File: src/rtl/tof_frame_reader_if.sv
// Sample stream from the ToF frame reader to the plane/surface calculator.
// The master drives the radius samples; the slave returns out_ready.
interface tof_frame_reader_if #(
    parameter int DATA_W = 16,
    parameter int SW     = 2
);
    logic [DATA_W-1:0] out_data;
    logic              out_valid;
    logic              out_ready;
    logic              out_first;
    logic              out_last;
    logic [SW-1:0]     out_sens;

    modport master (
        output out_data, out_valid, out_first, out_last, out_sens,
        input  out_ready
    );

    modport slave (
        input  out_data, out_valid, out_first, out_last, out_sens,
        output out_ready
    );
endinterface

File: src/rtl/tof_frame_reader.sv
// tof_frame_reader: once a complete frame sits in BRAM, walk the N_SENS sensor
// blocks of GRID x GRID radii, stream each block to the calculator and wait for
// its result before moving on to the next sensor.
// Optional build macro TOF_SENS_MASK_EN adds a sens_mask input; sensors whose
// mask bit is 0 are skipped entirely.
//
// state     | meaning
// ----------+------------------------------------------------------------
// S_IDLE    | waiting for a drdy rising edge
// S_READ    | issuing BRAM reads for the current sensor, credit-limited
// S_DRAIN   | all reads issued, waiting for the last sample to be taken
// S_WAIT_CALC | block streamed, waiting for calc_rdy
// S_DONE    | frame finished, frame_done follows in the next cycle
module tof_frame_reader #(
    parameter int  N_SENS   = 4,
    parameter int  GRID     = 8,
    parameter int  DATA_W   = 16,
    parameter int  BRAM_LAT = 1,
    localparam int SW       = (N_SENS > 1) ? $clog2(N_SENS) : 1,
    localparam int GW       = $clog2(GRID),
    localparam int ADDR_W   = SW + 2*GW
) (
    input  logic              clk,
    input  logic              rst,
    input  logic              drdy,
`ifdef TOF_SENS_MASK_EN
    input  logic [N_SENS-1:0] sens_mask,
`endif
    output logic [ADDR_W-1:0] bram_addr,
    output logic              bram_en,
    input  logic [DATA_W-1:0] bram_dout,
    tof_frame_reader_if.master strm,
    input  logic              calc_rdy,
    output logic              frame_done,
    output logic              busy,
    output logic              overrun
);
    // FIFO holds every sample that can be in flight, so credits never overflow it
    localparam int DEPTH = BRAM_LAT + 1;
    localparam int CW    = $clog2(DEPTH + 1);
    localparam int PW    = $clog2(DEPTH);
    localparam int RCW   = 2 * GW;

    typedef enum logic [2:0] {
        S_IDLE, S_READ, S_DRAIN, S_WAIT_CALC, S_DONE
    } state_t;

    state_t              r_state, w_state_nxt;
    logic [SW-1:0]       r_sens, w_sens_nxt;
    logic [RCW-1:0]      r_rc;
    logic [RCW-1:0]      r_out_idx;
    logic [CW-1:0]       r_credit;
    logic [BRAM_LAT-1:0] r_vld_pipe;
    logic [DATA_W-1:0]   r_mem [DEPTH];
    logic [PW-1:0]       r_wr_ptr, r_rd_ptr;
    logic [CW-1:0]       r_count;
    logic                r_drdy_q, r_armed;
    logic                r_frame_done, r_overrun;
    logic                w_rise, w_issue, w_push, w_pop;
    logic                w_first_ok, w_next_ok;
    logic [SW-1:0]       w_first_sens, w_next_sens;

    // r_armed masks a drdy that is already high when reset is released
    assign w_rise  = drdy & ~r_drdy_q & r_armed;
    assign w_pop   = strm.out_valid & strm.out_ready;
    assign w_push  = r_vld_pipe[BRAM_LAT-1];
    // a pop in the same cycle frees a credit, keeping 1 sample/cycle under full ready
    assign w_issue = (r_state == S_READ) && ((r_credit < CW'(DEPTH)) || w_pop);

    assign bram_en   = w_issue;
    assign bram_addr = {r_sens, r_rc};

    assign strm.out_valid = (r_count != '0);
    assign strm.out_data  = strm.out_valid ? r_mem[r_rd_ptr] : '0;
    assign strm.out_first = strm.out_valid && (r_out_idx == '0);
    assign strm.out_last  = strm.out_valid && (r_out_idx == '1);
    assign strm.out_sens  = r_sens;

    assign busy       = (r_state != S_IDLE);
    assign frame_done = r_frame_done;
    assign overrun    = r_overrun;

`ifdef TOF_SENS_MASK_EN
    logic [N_SENS-1:0] r_mask;

    // latch the mask when a frame is accepted
    always_ff @(posedge clk or negedge rst) begin
        if (!rst)                             r_mask <= '0;
        else if ((r_state == S_IDLE) && w_rise) r_mask <= sens_mask;
    end

    // lowest enabled sensor for frame start, and next enabled sensor above r_sens
    always_comb begin
        w_first_ok   = 1'b0;
        w_first_sens = '0;
        w_next_ok    = 1'b0;
        w_next_sens  = '0;
        for (int i = N_SENS - 1; i >= 0; i--) begin
            if (sens_mask[i]) begin
                w_first_ok   = 1'b1;
                w_first_sens = SW'(i);
            end
            if (r_mask[i] && (i > int'(r_sens))) begin
                w_next_ok   = 1'b1;
                w_next_sens = SW'(i);
            end
        end
    end
`else
    // every sensor is processed in index order
    always_comb begin
        w_first_ok   = 1'b1;
        w_first_sens = '0;
        w_next_ok    = (r_sens != SW'(N_SENS - 1));
        w_next_sens  = r_sens + SW'(1);
    end
`endif

    // state and current sensor registers
    always_ff @(posedge clk or negedge rst) begin
        if (!rst) begin
            r_state <= S_IDLE;
            r_sens  <= '0;
        end else begin
            r_state <= w_state_nxt;
            r_sens  <= w_sens_nxt;
        end
    end

    // next-state decode
    always_comb begin
        w_state_nxt = r_state;
        w_sens_nxt  = r_sens;
        case (r_state)
            S_IDLE: begin
                if (w_rise) begin
                    if (w_first_ok) begin
                        w_state_nxt = S_READ;
                        w_sens_nxt  = w_first_sens;
                    end else begin
                        w_state_nxt = S_DONE;
                    end
                end
            end
            S_READ:  if (w_issue && (r_rc == '1)) w_state_nxt = S_DRAIN;
            S_DRAIN: if (r_credit == '0)          w_state_nxt = S_WAIT_CALC;
            S_WAIT_CALC: begin
                if (calc_rdy) begin
                    if (w_next_ok) begin
                        w_state_nxt = S_READ;
                        w_sens_nxt  = w_next_sens;
                    end else begin
                        w_state_nxt = S_DONE;
                    end
                end
            end
            S_DONE:  w_state_nxt = S_IDLE;
            default: w_state_nxt = S_IDLE;
        endcase
    end

    // drdy edge detect and registered status pulses
    always_ff @(posedge clk or negedge rst) begin
        if (!rst) begin
            r_drdy_q     <= 1'b0;
            r_armed      <= 1'b0;
            r_frame_done <= 1'b0;
            r_overrun    <= 1'b0;
        end else begin
            r_drdy_q     <= drdy;
            r_armed      <= 1'b1;
            r_frame_done <= (r_state == S_DONE);
            r_overrun    <= w_rise & busy;
        end
    end

    // read address, output sample index and issued-but-unconsumed credits
    always_ff @(posedge clk or negedge rst) begin
        if (!rst) begin
            r_rc      <= '0;
            r_out_idx <= '0;
            r_credit  <= '0;
        end else begin
            if (w_issue) r_rc <= r_rc + RCW'(1);
            if (w_pop)   r_out_idx <= r_out_idx + RCW'(1);
            case ({w_issue, w_pop})
                2'b10:   r_credit <= r_credit + CW'(1);
                2'b01:   r_credit <= r_credit - CW'(1);
                default: r_credit <= r_credit;
            endcase
        end
    end

    // tracks which cycle the BRAM data for each issued read becomes valid
    always_ff @(posedge clk or negedge rst) begin
        if (!rst) begin
            r_vld_pipe <= '0;
        end else begin
            r_vld_pipe[0] <= w_issue;
            for (int i = 1; i < BRAM_LAT; i++) r_vld_pipe[i] <= r_vld_pipe[i-1];
        end
    end

    // FIFO storage
    always_ff @(posedge clk) begin
        if (w_push) r_mem[r_wr_ptr] <= bram_dout;
    end

    // FIFO pointers and occupancy
    always_ff @(posedge clk or negedge rst) begin
        if (!rst) begin
            r_wr_ptr <= '0;
            r_rd_ptr <= '0;
            r_count  <= '0;
        end else begin
            if (w_push) r_wr_ptr <= (r_wr_ptr == PW'(DEPTH - 1)) ? '0 : r_wr_ptr + PW'(1);
            if (w_pop)  r_rd_ptr <= (r_rd_ptr == PW'(DEPTH - 1)) ? '0 : r_rd_ptr + PW'(1);
            case ({w_push, w_pop})
                2'b10:   r_count <= r_count + CW'(1);
                2'b01:   r_count <= r_count - CW'(1);
                default: r_count <= r_count;
            endcase
        end
    end
endmodule

File: src/flat_wrapper.sv
// flat-port wrapper written by rule: the top's interface ports become plain ports
module tof_frame_reader_flat 
#(
    parameter int  N_SENS   = 4,
    parameter int  GRID     = 8,
    parameter int  DATA_W   = 16,
    parameter int  BRAM_LAT = 1,
    localparam int SW       = (N_SENS > 1) ? $clog2(N_SENS) : 1,
    localparam int GW       = $clog2(GRID),
    localparam int ADDR_W   = SW + 2*GW
)
  (clk, rst, drdy, bram_addr, bram_en, bram_dout, calc_rdy, frame_done, busy, overrun, strm_out_data, strm_out_valid, strm_out_first, strm_out_last, strm_out_sens, strm_out_ready);
  tof_frame_reader_if #(.DATA_W(DATA_W)) strm_i ();
  input  logic clk;
  input  logic rst;
  input  logic drdy;
  output logic [ADDR_W-1:0] bram_addr;
  output logic bram_en;
  input  logic [DATA_W-1:0] bram_dout;
  input  logic calc_rdy;
  output logic frame_done;
  output logic busy;
  output logic overrun;
  output wire logic [$bits(strm_i.out_data)-1:0] strm_out_data;
  output wire logic [$bits(strm_i.out_valid)-1:0] strm_out_valid;
  output wire logic [$bits(strm_i.out_first)-1:0] strm_out_first;
  output wire logic [$bits(strm_i.out_last)-1:0] strm_out_last;
  output wire logic [$bits(strm_i.out_sens)-1:0] strm_out_sens;
  input wire logic [$bits(strm_i.out_ready)-1:0] strm_out_ready;
  assign strm_out_data = strm_i.out_data;
  assign strm_out_valid = strm_i.out_valid;
  assign strm_out_first = strm_i.out_first;
  assign strm_out_last = strm_i.out_last;
  assign strm_out_sens = strm_i.out_sens;
  assign strm_i.out_ready = strm_out_ready;
  tof_frame_reader #(.N_SENS(N_SENS), .GRID(GRID), .DATA_W(DATA_W), .BRAM_LAT(BRAM_LAT)) u_core (.clk(clk), .rst(rst), .drdy(drdy), .bram_addr(bram_addr), .bram_en(bram_en), .bram_dout(bram_dout), .strm(strm_i), .calc_rdy(calc_rdy), .frame_done(frame_done), .busy(busy), .overrun(overrun));
endmodule
File: config.mk
export PLATFORM = sky130hd
export DESIGN_NAME = tof_frame_reader_flat
export DESIGN_NICKNAME = d
export VERILOG_FILES = /design/src/rtl/tof_frame_reader_if.sv /design/src/rtl/tof_frame_reader.sv /design/src/flat_wrapper.sv
export SDC_FILE = /design/constraint.sdc
export NUM_CORES = 1
export LEC_CHECK = 0
export ABC_AREA = 0
export CAP_MARGIN = 15
export CORE_UTILIZATION = 55
export CTS_BUF_LIST = sky130_fd_sc_hd__clkbuf_8
export DETAILED_ROUTE_END_ITERATION = 8
export GPL_TIMING_DRIVEN = 0
export PLACE_DENSITY_LB_ADDON = 0.08
export SYNTH_ARGS = -nofsm -noshare
export SYNTH_HDL_FRONTEND = slang
export SYNTH_SLANG_ARGS = --single-unit
File: constraint.sdc
create_clock -name clk -period 5.1 [get_ports clk]
set_input_delay 0.765 -clock clk [delete_from_list [all_inputs] [get_ports clk]]
set_output_delay 0.765 -clock clk [all_outputs]
set_load 0.005 [all_outputs]
== After elaboration in Yosys (flattened, before gate mapping) ==
Memories as Yosys holds them, arrays and structs flattened.
Cells that the tools add are included.
Cells by class
  add/sub/neg operators: 9
  $mul: 0
  divide/modulo/power cells: 0
  magnitude comparators: 1
  eq/ne operators: 16
  shift-type cells: 0
  multiplexer cells: 17
  bitwise operators: 5
  reductions and logical operators: 15
Operators by type and width (count)
  16-bit two-way mux: 1
  3-bit two-way mux: 5
  6-bit by 1-bit adder with 6-bit output (second input constant): 2
  6-bit equality test (second input constant): 2
  2-bit one-hot mux with 2 select lines: 3
  3-bit one-hot mux with 4 select lines: 1
  4-bit AND reduction: 2
  2-bit nonzero test: 4
  2-bit by 1-bit adder with 2-bit output (second input constant): 3
  3-bit by 2-bit equality test with 1-bit output (second input constant): 2
  6-bit zero test: 1
  2-bit two-way mux: 3
  2-bit by 1-bit != test with 1-bit output (second input constant): 3
  2-bit != test (second input constant): 3
  1-bit AND: 4
  2-bit by 1-bit equality test with 1-bit output (second input constant): 2
  2-bit equality test (second input constant): 2
  1-bit logical AND: 4
  1-bit two-way mux: 4
  2-bit by 1-bit subtractor with 2-bit output (second input constant): 2
  3-bit by 1-bit equality test with 1-bit output (second input constant): 1
  3-bit equality test (second input constant): 1
  3-bit zero test: 1
  3-bit nonzero test: 1
  5 further kinds: 6
Storage, ports and cells
  bits in registers: 28
  bits in latches: 0
  RAM bits: 32
  ROM bits: 0
  input bits: 21
  output and inout port bits: 33
  memories: 1
Memory list
  u_core.r_mem: words 2, bits a word 16, read ports 1, clocked after Yosys merged registers in 0, wr ports 1, RTL line tof_frame_reader.sv:54  | logic [DATA_W-1:0] r_mem [DEPTH];

== Longest topological paths before layout ==
  word-level depth: 7
  depth in mapped cells: 7

== Least setup slack after synthesis ==
Ideal clock, no wire load.
  path type: flip-flop to output port
  start point: reg u_core.r_count[0]
  end point: out strm_out_data[10]
  arrival: 1161 ps
  required time: 4335 ps
  path slack: 3174 ps
  stages on the path, launching flop included: 4
  cells stage by stage: dfrtp_1 nor2_1 clkbuf_1 nor2_1
On the way
  word-level cells in the longest chain between the ends: 2
RTL lines
  start, declared: RTL line tof_frame_reader.sv:56  | logic [CW-1:0] r_count;
  start signal, assigned: RTL line tof_frame_reader.sv:219  | 2'b10: r_count <= r_count + CW'(1);
  start signal, assigned: RTL line tof_frame_reader.sv:220  | 2'b01: r_count <= r_count - CW'(1);
  start signal, assigned: RTL line tof_frame_reader.sv:221  | default: r_count <= r_count;
  2-bit nonzero test: RTL line tof_frame_reader.sv:73  | assign strm.out_valid = (r_count != '0);
  16-bit two-way mux: RTL line tof_frame_reader.sv:74  | assign strm.out_data = strm.out_valid ? r_mem[r_rd_ptr] : '0;
  end, declared: RTL line flat_wrapper.sv:24  | output wire logic [$bits(strm_i.out_data)-1:0] strm_out_data;
No other way between the ends.

== Worst setup path in the final report ==
  start point: reg u_core.r_count[0]
  end point: out strm_out_data[8]
The elaborated chain is that of the path after synthesis.

==> impl_metrics.yaml <==
status:
  outcome: "complete, no violations"
die:
  fp.coreArea_sq_mm: 0.00435
  die_w_um: 69.2
  io_pins: 54
  die_h_um: 69.2
  fp-row-count: 24
  dieArea_sq_mm: 0.00479
  start_util_pct: 57.0
power_and_ir_drop:
  switching_power_w: 0.000654
  p_clk_share_pct: 18.6
  switching_share_pct: 31.9
  peakVddDrop_v: 0.000386
  p_leak_nw: 1.36
  cellInternalPower_w: 0.00139
  combPwrFrac_pct: 40.2
  power_density_mw_per_mm2: 622
  p_seq_share_pct: 41.2
detailed_routing:
  wirelength_mm: 4.52
  num_vias: 1589
  wl_per_cell_um: 15.0
  drtPass1Iterations: 7
  drcViolationCount: 0
  drtAntennaViolNets: 0
  first_iter_violations: 81
  viasPerCell: 5.26
global_routing:
  grt_antenna_before_repair: 0
  grt_max_degree: 22
  overflow: 0
  grt_pass1_vias: 1651
  grt_util_met1_pct: 26.8
  grt-busiest-layer: "met2"
  grt_use_total_pct: 21.8
  grt.met3_usage_pct: 5.81
  grt_pass1_wl_mm: 7.89
  met2_usage_pct: 36.6
timing:
  slew_headroom_pct: 48.7
  timing.fmax_mhz: 327
  setup_viol: 0
  rsz0062_at_grt: "no"
  hold_viol_final: 0
  setup_slack_ns: 2.05
  fin_worst_skew_ns: 0.00387
  min_period_over_period_pct: 59.9
  slew_viol_final: 0
  worstMarginPinSlew_ns: 0.769
  tns_ns: 0
  min_period_ns: 3.05
logic_synthesis:
  synth_xor_area_share_pct: 6.35
  ys_warn_count: 0
  synthAdderAreaFrac_pct: 3.02
  synth_mux_area_share_pct: 6.90
  ys_ff_latch: 60
  syn_area_sq_mm: 0.00248
  postSynthAreaPerCell_sq_um: 13.9
  synth_compound_area_share_pct: 4.23
  synth.distinct_cells: 35
  netlist_instances: 179
  syn_nets: 206
  synth_top_family_by_area: "simple AND/OR/NAND/NOR gates"
  ys_seq_area_share_pct: 66.9
  yosys.area_share.simple_pct: 10.1
finish:
  drive_gt1_share_pct: 8.40
  layout.cells.non_filler: 302
  layout_commonest_cell: "clkdlybuf4s50_1"
  fin_area_sq_mm: 0.00329
  num_antenna_cells: 0
  final_cell_mix: "clkdlybuf4s50_1, edfxtp_1, dfrtp_1"
  syn2layout_area_growth_pct: 32.6
  final_net_count: 272
clock_tree:
  cts_buffers: 9
  hold_buffers: 0
  clk_pin_slew_ns: 0.06
  cts.sinks: 60
  clockBufferDepth: 2
  cts_tree: "built"
  cts_root_buf: "clkbuf_8"
  postCtsSetupBuffers: 0
  h-tree-depth: 3
  clkLatencyLatePin_ns: 0.33
  postCtsResizedCells: 0
setup_path:
  r2r_end: "u_core.r_credit[1]$_DFFE_PN0P_"
  critical_path_class: "flop to primary output"
  crit_path_end_kind: "primary output"
  cp.arrival_ns: 2.29
  start_kind: "flop"
  ff2ff_path_depth: 6
  reg2reg_from: "u_core.r_state[2]$_DFFE_PN0P_"
  worst-path-max-fanout: 10
  ff2ff_setup_slack_ns: 3.14
  worstSetupEndpoint: "strm_out_data[8]"
  crit_required_ns: 4.34
  startpoint: "u_core.r_count[0]$_DFFE_PN0P_"
run:
  drv_cap: 0
placed_design:
  place_ws_ns: 2.11
  dp_cells: 286
  gp_congestion: 0.787
  port_buffers: 53
  hpwl_mm: 3.11
  placed_area_sq_mm: 0.00312
hold_path:
  hold_depth: 1
  min_path_type: "flop to flop"
==> power groups by stage <==
stage,Clock (W),Combinational [W],Sequential [W]
after detailed placement,0,0.000829,0.000853
after CTS,0.000391,0.000837,0.000845
final,0.000382,0.000823,0.000844
after floorplan,0,0.000446,0.000827
after global routing,0.000412,0.000915,0.000868
after global placement,0,0.000783,0.000837
==> flip-flops by register name, indices dropped and copies added, names as in the netlist, 2 cells and up <==
register,count
u_core.r_rc,6
u_core.r_credit,2
u_core.r_count,2
u_core.r_out_idx,6
u_core.r_state,3
u_core.r_mem,32
u_core.strm.out_sens,2
==> kinds of logic after synthesis <==
group | after synthesis
buffers and inverters | 13
multiplexers | 17
adder cells (fa/ha/maj) | 6
other | 1
flip-flops | 60
XOR/XNOR | 18
AO/OA/AOI/OAI | 12
AND/OR/NAND/NOR | 52
==> through the flow <==
step / total power, W / utilization [%] / hold WS [ns]
after floorplan: 0.00127 / - / 0.454
after global placement: 0.00162 / 70.7 / 0.464
after detailed placement: 0.00168 / 71.6 / 0.489
after CTS: 0.00207 / 75.7 / 0.500
after global routing: 0.00219 / 75.7 / 0.527
final: 0.00205 / 75.7 / 0.496
==> synth_stat cells <==
cell type | count | area, sq um
a21o_1 | 1 | 7.51
a21oi_4 | 1 | 16.3
a2bb2oi_1 | 1 | 8.76
a41o_2 | 1 | 11.3
and2_1 | 1 | 6.26
and3_1 | 2 | 12.5
buf_2 | 2 | 10.0
buf_4 | 2 | 15.0
clkbuf_1 | 1 | 3.75
clkinv_1 | 1 | 3.75
conb_1 | 1 | 3.75
dfrtp_1 | 28 | 701
edfxtp_1 | 32 | 961
ha_1 | 6 | 75.1
inv_1 | 7 | 26.3
mux2_2 | 1 | 11.3
mux2i_1 | 16 | 160
nand2_1 | 8 | 30.0
nand3_1 | 1 | 5.00
nand3b_1 | 2 | 15.0
nand4_1 | 6 | 37.5
nand4b_1 | 1 | 8.76
nor2_1 | 24 | 90.1
nor3_1 | 4 | 20.0
nor3b_1 | 1 | 7.51
nor4_1 | 1 | 6.26
o211ai_1 | 1 | 7.51
o21a_1 | 1 | 7.51
o21ai_0 | 3 | 15.0
o21ai_4 | 1 | 16.3
o22ai_1 | 1 | 6.26
o2bb2ai_1 | 1 | 8.76
or3b_4 | 1 | 11.3
xnor2_1 | 13 | 114
xor2_1 | 5 | 43.8
==> layer usage <==
| layer | vias up | routed length [um] |
|---|---|---|
| met5 | - | 0 |
| met4 | 0 | 74 |
| met3 | 7 | 187 |
| met2 | 41 | 2390 |
| met1 | 778 | 1870 |
| li1 | 763 | - |
==> layout make-up <==
type	count	area [sq um]
Sequential cell	60	1660
Fill cell	277	1060
Multi-Input combinational cell	106	763
Timing Repair Buffer	55	569
Clock buffer	9	124
Tap cell	52	65.1
Clock inverter	7	52.6
Inverter	8	30.0
Buffer	5	28.8
==> worst min path at each step <==
stage,startpoint,end
3_3_place_gp,u_core.r_vld_pipe$_DFF_PN0_,u_core.r_wr_ptr$_DFFE_PN0P_
3_5_place_dp,u_core.r_rc[4]$_DFFE_PN0P_,u_core.r_rc[4]$_DFFE_PN0P_
2_1_floorplan,u_core.r_wr_ptr$_DFFE_PN0P_,u_core.r_wr_ptr$_DFFE_PN0P_
6_report,u_core.r_vld_pipe$_DFF_PN0_,u_core.r_wr_ptr$_DFFE_PN0P_
4_1_cts,u_core.r_vld_pipe$_DFF_PN0_,u_core.r_wr_ptr$_DFFE_PN0P_
5_1_grt,u_core.r_out_idx[4]$_DFFE_PN0P_,u_core.r_out_idx[4]$_DFFE_PN0P_
==> worst max-delay path: stages, from the launching register on <==
cell and delay (ns):
dfrtp_1 0.46, nor2_1 0.49, clkbuf_1 0.41, nor2_1 0.11, clkdlybuf4s50_1 0.48
No activity file was read; power rests on OpenSTA's default activity.
